**src/rtl/mem_stage_pkg.sv**
```systemverilog
// Shared widths, load-type bit indices and bus layouts for the memory-access stage.
package mem_stage_pkg;

  localparam int DATA_W          = 32;
  localparam int ES_TO_MS_BUS_WD = 83;
  localparam int MS_TO_WS_BUS_WD = 73;
  localparam int STALL_BUS_WD    = 9;
  localparam int FORWARD_BUS_WD  = 33;

  localparam int LD_LB  = 0;
  localparam int LD_LBU = 1;
  localparam int LD_LH  = 2;
  localparam int LD_LHU = 3;
  localparam int LD_LW  = 4;
  localparam int LD_LWL = 5;
  localparam int LD_LWR = 6;

  typedef struct packed {
    logic              res_from_mem;
    logic [6:0]        inst_load;
    logic [4:0]        ld_extd_op;
    logic              gr_we;
    logic [4:0]        dest;
    logic [DATA_W-1:0] alu_result;
    logic [DATA_W-1:0] pc;
  } es_bus_t;

  typedef struct packed {
    logic [3:0]        rf_strb;
    logic [4:0]        dest;
    logic [DATA_W-1:0] final_result;
    logic [DATA_W-1:0] pc;
  } ws_bus_t;

endpackage

```
**src/rtl/mem_stage_if.sv**
```systemverilog
// Execute -> memory -> write-back handshake, result buses and SRAM read data.
interface mem_stage_if;
  import mem_stage_pkg::*;

  logic                       ws_allowin;
  logic                       ms_allowin;
  logic                       es_to_ms_valid;
  logic [ES_TO_MS_BUS_WD-1:0] es_to_ms_bus;
  logic                       ms_to_ws_valid;
  logic [MS_TO_WS_BUS_WD-1:0] ms_to_ws_bus;
  logic [STALL_BUS_WD-1:0]    stall_ms_bus;
  logic [FORWARD_BUS_WD-1:0]  forward_ms_bus;
  logic [DATA_W-1:0]          data_sram_rdata;

  modport master (
    input  ws_allowin, es_to_ms_valid, es_to_ms_bus, data_sram_rdata,
    output ms_allowin, ms_to_ws_valid, ms_to_ws_bus, stall_ms_bus, forward_ms_bus
  );

  modport slave (
    output ws_allowin, es_to_ms_valid, es_to_ms_bus, data_sram_rdata,
    input  ms_allowin, ms_to_ws_valid, ms_to_ws_bus, stall_ms_bus, forward_ms_bus
  );
endinterface

```
**src/rtl/mem_stage_ld_select.sv**
```systemverilog
// Combinational load-data extraction: byte/half/word extension and LWL/LWR merge strobes.
module mem_stage_ld_select
  import mem_stage_pkg::*;
(
  input  logic [6:0]        inst_load,
  input  logic [1:0]        a,
  input  logic [DATA_W-1:0] mem_data,
  output logic [DATA_W-1:0] ld_value,
  output logic [3:0]        ld_strb
);

  function automatic logic [DATA_W-1:0] sext8(input logic signed [7:0] v);
    logic signed [DATA_W-1:0] w;
    w = v;
    return w;
  endfunction

  function automatic logic [DATA_W-1:0] sext16(input logic signed [15:0] v);
    logic signed [DATA_W-1:0] w;
    w = v;
    return w;
  endfunction

  logic [7:0]  byte_sel;
  logic [15:0] half_sel;

  always_comb begin
    byte_sel = mem_data[{a, 3'b000} +: 8];
    half_sel = a[1] ? mem_data[31:16] : mem_data[15:0];
    ld_value = mem_data;
    ld_strb  = 4'b1111;
    if (inst_load[LD_LB]) begin
      ld_value = sext8(byte_sel);
    end else if (inst_load[LD_LBU]) begin
      ld_value = {24'd0, byte_sel};
    end else if (inst_load[LD_LH]) begin
      ld_value = sext16(half_sel);
    end else if (inst_load[LD_LHU]) begin
      ld_value = {16'd0, half_sel};
    end else if (inst_load[LD_LWL]) begin
      // Shift by 3-a bytes; ~a equals 3-a for a 2-bit address.
      ld_value = mem_data << {~a, 3'b000};
      ld_strb  = 4'b1111 << ~a;
    end else if (inst_load[LD_LWR]) begin
      ld_value = mem_data >> {a, 3'b000};
      ld_strb  = 4'b1111 >> a;
    end
  end

endmodule

```
**src/rtl/mem_stage.sv**
```systemverilog
// Memory-access pipeline stage: holds the execute result, captures SRAM load data
// across write-back stalls and produces write-back, stall and forward buses.
module mem_stage
  import mem_stage_pkg::*;
(
  input  logic          clk,
  input  logic          reset,
  mem_stage_if.master   ms
);

  logic              vld_p1;
  es_bus_t           ms_bus_p1;
  logic              rdata_held_p1;
  logic [DATA_W-1:0] held_rdata_p1;

  logic              ms_allowin;
  logic [DATA_W-1:0] mem_data;
  logic [DATA_W-1:0] ld_value;
  logic [3:0]        ld_strb;
  logic [3:0]        rf_strb;
  logic [DATA_W-1:0] final_result;
  logic [4:0]        unused_ld_extd;

  assign ms_allowin     = !vld_p1 || ms.ws_allowin;
  assign unused_ld_extd = ms_bus_p1.ld_extd_op;

  // Execute -> memory boundary; SRAM data is captured here when write-back stalls
  always_ff @(posedge clk or posedge reset) begin
    if (reset) begin
      vld_p1        <= 1'b0;
      ms_bus_p1     <= '0;
      rdata_held_p1 <= 1'b0;
      held_rdata_p1 <= '0;
    end else begin
      if (ms_allowin) begin
        vld_p1 <= ms.es_to_ms_valid;
      end
      if (ms.es_to_ms_valid && ms_allowin) begin
        ms_bus_p1 <= es_bus_t'(ms.es_to_ms_bus);
      end
      if (ms_allowin) begin
        rdata_held_p1 <= 1'b0;
      end else if (ms_bus_p1.res_from_mem && !rdata_held_p1) begin
        held_rdata_p1 <= ms.data_sram_rdata;
        rdata_held_p1 <= 1'b1;
      end
    end
  end

  assign mem_data = rdata_held_p1 ? held_rdata_p1 : ms.data_sram_rdata;

  mem_stage_ld_select u_ld_select (
    .inst_load (ms_bus_p1.inst_load),
    .a         (ms_bus_p1.alu_result[1:0]),
    .mem_data  (mem_data),
    .ld_value  (ld_value),
    .ld_strb   (ld_strb)
  );

  always_comb begin
    final_result = ms_bus_p1.alu_result;
    rf_strb      = {4{ms_bus_p1.gr_we}};
    if (ms_bus_p1.res_from_mem) begin
      final_result = ld_value;
      rf_strb      = ms_bus_p1.gr_we ? ld_strb : 4'b0000;
    end
  end

  assign ms.ms_allowin     = ms_allowin;
  assign ms.ms_to_ws_valid = vld_p1;
  assign ms.ms_to_ws_bus   = {rf_strb, ms_bus_p1.dest, final_result, ms_bus_p1.pc};
  assign ms.stall_ms_bus   = {{4{vld_p1 & ms_bus_p1.gr_we}} & rf_strb, ms_bus_p1.dest};
  assign ms.forward_ms_bus = {vld_p1, final_result};

endmodule

```
**src/flat_wrapper.sv**
```systemverilog
// flat-port wrapper written by rule: the top's interface ports become plain ports
module mem_stage_flat import mem_stage_pkg::*;
  (clk, reset, ms_ws_allowin, ms_es_to_ms_valid, ms_es_to_ms_bus, ms_data_sram_rdata, ms_ms_allowin, ms_ms_to_ws_valid, ms_ms_to_ws_bus, ms_stall_ms_bus, ms_forward_ms_bus);
  mem_stage_if ms_i ();
  input  logic clk;
  input  logic reset;
  input wire logic [$bits(ms_i.ws_allowin)-1:0] ms_ws_allowin;
  input wire logic [$bits(ms_i.es_to_ms_valid)-1:0] ms_es_to_ms_valid;
  input wire logic [$bits(ms_i.es_to_ms_bus)-1:0] ms_es_to_ms_bus;
  input wire logic [$bits(ms_i.data_sram_rdata)-1:0] ms_data_sram_rdata;
  output wire logic [$bits(ms_i.ms_allowin)-1:0] ms_ms_allowin;
  output wire logic [$bits(ms_i.ms_to_ws_valid)-1:0] ms_ms_to_ws_valid;
  output wire logic [$bits(ms_i.ms_to_ws_bus)-1:0] ms_ms_to_ws_bus;
  output wire logic [$bits(ms_i.stall_ms_bus)-1:0] ms_stall_ms_bus;
  output wire logic [$bits(ms_i.forward_ms_bus)-1:0] ms_forward_ms_bus;
  assign ms_i.ws_allowin = ms_ws_allowin;
  assign ms_i.es_to_ms_valid = ms_es_to_ms_valid;
  assign ms_i.es_to_ms_bus = ms_es_to_ms_bus;
  assign ms_i.data_sram_rdata = ms_data_sram_rdata;
  assign ms_ms_allowin = ms_i.ms_allowin;
  assign ms_ms_to_ws_valid = ms_i.ms_to_ws_valid;
  assign ms_ms_to_ws_bus = ms_i.ms_to_ws_bus;
  assign ms_stall_ms_bus = ms_i.stall_ms_bus;
  assign ms_forward_ms_bus = ms_i.forward_ms_bus;
  mem_stage u_core (.clk(clk), .reset(reset), .ms(ms_i));
endmodule
```
**config.mk**
```make
export PLATFORM = sky130hd
export DESIGN_NAME = mem_stage_flat
export DESIGN_NICKNAME = d
export VERILOG_FILES = /design/src/rtl/mem_stage_pkg.sv /design/src/rtl/mem_stage_if.sv /design/src/rtl/mem_stage_ld_select.sv /design/src/rtl/mem_stage.sv /design/src/flat_wrapper.sv
export SDC_FILE = /design/constraint.sdc
export NUM_CORES = 1
export LEC_CHECK = 0
export BUFFER_PORTS_ARGS = -buffer_cell sky130_fd_sc_hd__buf_2
export CORE_MARGIN = 2
export CORE_UTILIZATION = 57
export DETAILED_ROUTE_END_ITERATION = 6
export PLACE_DENSITY = 0.93
export REMOVE_ABC_BUFFERS = 1
export SETUP_SLACK_MARGIN = 0.02
export SLEW_MARGIN = 20
export SYNTH_ARGS = -nofsm -noshare
export SYNTH_HDL_FRONTEND = slang
export SYNTH_SLANG_ARGS = --single-unit
```
**constraint.sdc**
```tcl
create_clock -name clk -period 6.5 [get_ports clk]
set_clock_uncertainty 0.2 [all_clocks]
set_input_delay 0.975 -clock clk [delete_from_list [all_inputs] [get_ports clk]]
set_output_delay 0.975 -clock clk [all_outputs]
set_load 0.02 [all_outputs]
```
==> impl_metrics.tcl <==
set metrics [dict create \
    setup_tns_ns 0 \
    num-fill-cells 1044 \
    startpoint_type "flop" \
    firstDrtPassIters 7 \
    die-area_sq_um 15140 \
    p_leak_uw 0.003886 \
    drv_cap 0 \
    grt_antenna_before_repair 0 \
    period_share_pct 71.17 \
    clockRootBuffer "clkbuf_16" \
    path_max_fanout 52 \
    vdd_drop_max_uv 238.0 \
    arrival_ns 3.45 \
    io_pins 236 \
    numClockSinks 111 \
    final_antenna_net_count 0 \
    vias 6736 \
    cts_tree "done" \
    synth-main-ff-cell "dfrtp_1" \
    grt_setup_unrepaired "false" \
    row_count 43 \
    track_usage_pct 31.88 \
    overflow 0 \
    cts_hold_buf 0 \
    grt_pass1_vias 6690 \
    cts-root-to-sink-buffers 2 \
    placedCellCount 1023 \
    diodes 0 \
    hold_violations 0 \
    syn_area_sq_um 8075 \
    die_w_um 123.0 \
    hold_class "flop to flop" \
    via_per_inst 6.483 \
    finalSetupViolations 0 \
    path_clk_slew_ns 0.08 \
    critPathKind "flop to primary output" \
    drc_errors 0 \
    async_reset_ff_share_pct 100.0 \
    postSynthAreaPerCell_sq_um 10.93 \
    synth_seq_cells 111 \
    insertion_delay_ns 0.37 \
    synth_warnings 0 \
    ctsResizeCount 0 \
    grt_max_degree 64 \
    min_period_ns 4.626 \
    fin_nets 973 \
    core_area_sq_um 13880 \
    ys_types 49 \
    drt_iter0_drc 632 \
    hpwl_um 16320 \
    io_buffers 229 \
    initial_core_util_pct 58.18 \
    fin_util_pct 64.72 \
    ff2ff_setup_slack_ns 3.82 \
    worst_pin_slew_ns 0.9535 \
    gp_congestion 0.9638 \
    grt_pass1_wl_um 36430 \
    total_power_uw 2794 \
    finalNonFillerCells 1039 \
    crit_path_end_kind "primary output" \
    synthCells 739 \
    routed_wl_um 23520 \
    die-height_um 123.0 \
    cts-buffers-inserted 9 \
    syn2layout_area_growth_pct 11.25 \
    slew_viol_final 0 \
    routedWlPerCell_um 22.64 \
    powerDensity_nw_per_um2 311.0 \
    timing.fmax_mhz 216.2 \
    crit_required_ns 5.32 \
    cts_post_setup_buffers_inserted 0 \
    synth_edf_count 0 \
    h-tree-depth 3 \
    max_slew_margin_pct 36.20 \
    synth-seq-area-share_pct 34.40 \
    status "finished, final reports clean" \
    drive_above_1_share_pct 51.69 \
]
## routing by layer
layer | GRT usage (%) | part of all wire (%) | wire [um] | vias to the layer above
met1 | 39.55 | 37 | 8642 | 3298
met5 | 0 | 0 | 0 | -
met2 | 52.73 | 50 | 11680 | 440
met4 | 14.84 | 3.6 | 855 | 0
li1 | - | - | - | 2935
met3 | 7.703 | 9.9 | 2338 | 63
## layout make-up
class	instances	area, sq um	area share, %
clock buffer	10	239.0	2.660
inverter	4	17.52	0.1950
timing repair buffer	240	1229	13.68
sequential	111	2784	30.99
multi-input combinational	488	4419	49.19
tap	180	225.2	2.507
clock inverter	6	70.07	0.7799
## sequential cells by signal (all words and copies together), names as in the netlist
register and cells:
u_core.ms_bus_p1 40, u_core.ms.ms_to_ws_bus 37, u_core.held_rdata_p1 32, u_core.ms.ms_to_ws_valid 1, u_core.rdata_held_p1 1
## logic make-up (layout without fill, tap and decap cells)
family | Yosys count | count (layout) | share of synthesized area, %
compound gates | 152 | 152 | 13.65
buf+inv | 140 | 260 | 11.05
flops | 111 | 111 | 34.40
mux | 203 | 203 | 32.32
simple gates | 133 | 133 | 8.584
## per-stage QoR
stage	cell area (sq um)	setup slack (ns)	hold WS, ns
final	8984	1.874	0.3103
after global routing	8984	1.687	0.3168
after CTS	8984	1.876	0.3087
after detailed placement	8675	2.298	0.2882
after global placement	8675	2.342	0.2813
after floorplan	7198	0.9852	0.2715
## cells in the mapped netlist, types with 7 or more instances
cell,number,area (sq um)
a21oi_1,20,100.1
mux2_2,146,1644
mux4_2,29,653.1
nor2_1,37,138.9
clkbuf_1,26,97.59
o22a_1,19,166.4
nand2b_1,7,43.79
o221ai_1,8,70.07
nor4_1,8,50.05
nor2b_1,18,112.6
a211oi_1,13,97.59
a211o_1,9,78.83
buf_2,17,85.08
dfrtp_1,111,2778
o21ai_0,25,125.1
buf_4,83,623.1
mux2i_1,26,260.3
nand2_1,24,90.09
a22o_1,10,87.58
## final timing paths
check / from / end / cells past startpoint
min in group asynchronous: reset / u_core.ms.ms_to_ws_bus[14] / 2
max: u_core.rdata_held_p1 / ms_forward_ms_bus[0] / 7
max in group asynchronous: reset / u_core.ms_bus_p1[82] / 3
min: u_core.ms.ms_to_ws_bus[1] / u_core.ms.ms_to_ws_bus[1] / 1
min reg2reg: u_core.ms.ms_to_ws_bus[1] / u_core.ms.ms_to_ws_bus[1] / 1
max reg2reg: u_core.rdata_held_p1 / u_core.held_rdata_p1[18] / 3
## report_power, final
| group | leakage [uW] | switching [uW] | internal (uW) |
|---|---|---|---|
| Clock | 0.000152 | 297 | 285 |
| Sequential | 0.00130 | 178 | 829 |
| Combinational | 0.00244 | 687 | 518 |
## placed cells by master, fill, tap and decap left out, types with 6 or more instances in the layout
cell       count
buf_2        229
mux2_2       146
dfrtp_1      108
nor2_1        37
mux4_2        29
mux2i_1       26
o21ai_0       25
nand2_1       23
a21oi_1       20
o22a_1        19
nor2b_1       18
a211oi_1      13
buf_4         11
a22o_1        10
a211o_1        9
clkbuf_16      9
nor4_1         8
o221ai_1       8
nand2b_1       7
o21a_1         6
nor3_1         6
a31oi_1        6
a311o_1        6
## worst max-delay path: stages (launching register included)
cell,delay [ns]
dfrtp_4,0.96
buf_4,0.52
mux4_2,0.58
o2111ai_1,0.20
nand2_1,0.07
and4_1,0.22
a311o_1,0.32
buf_2,0.18
Power figures use the tool's default switching activity.
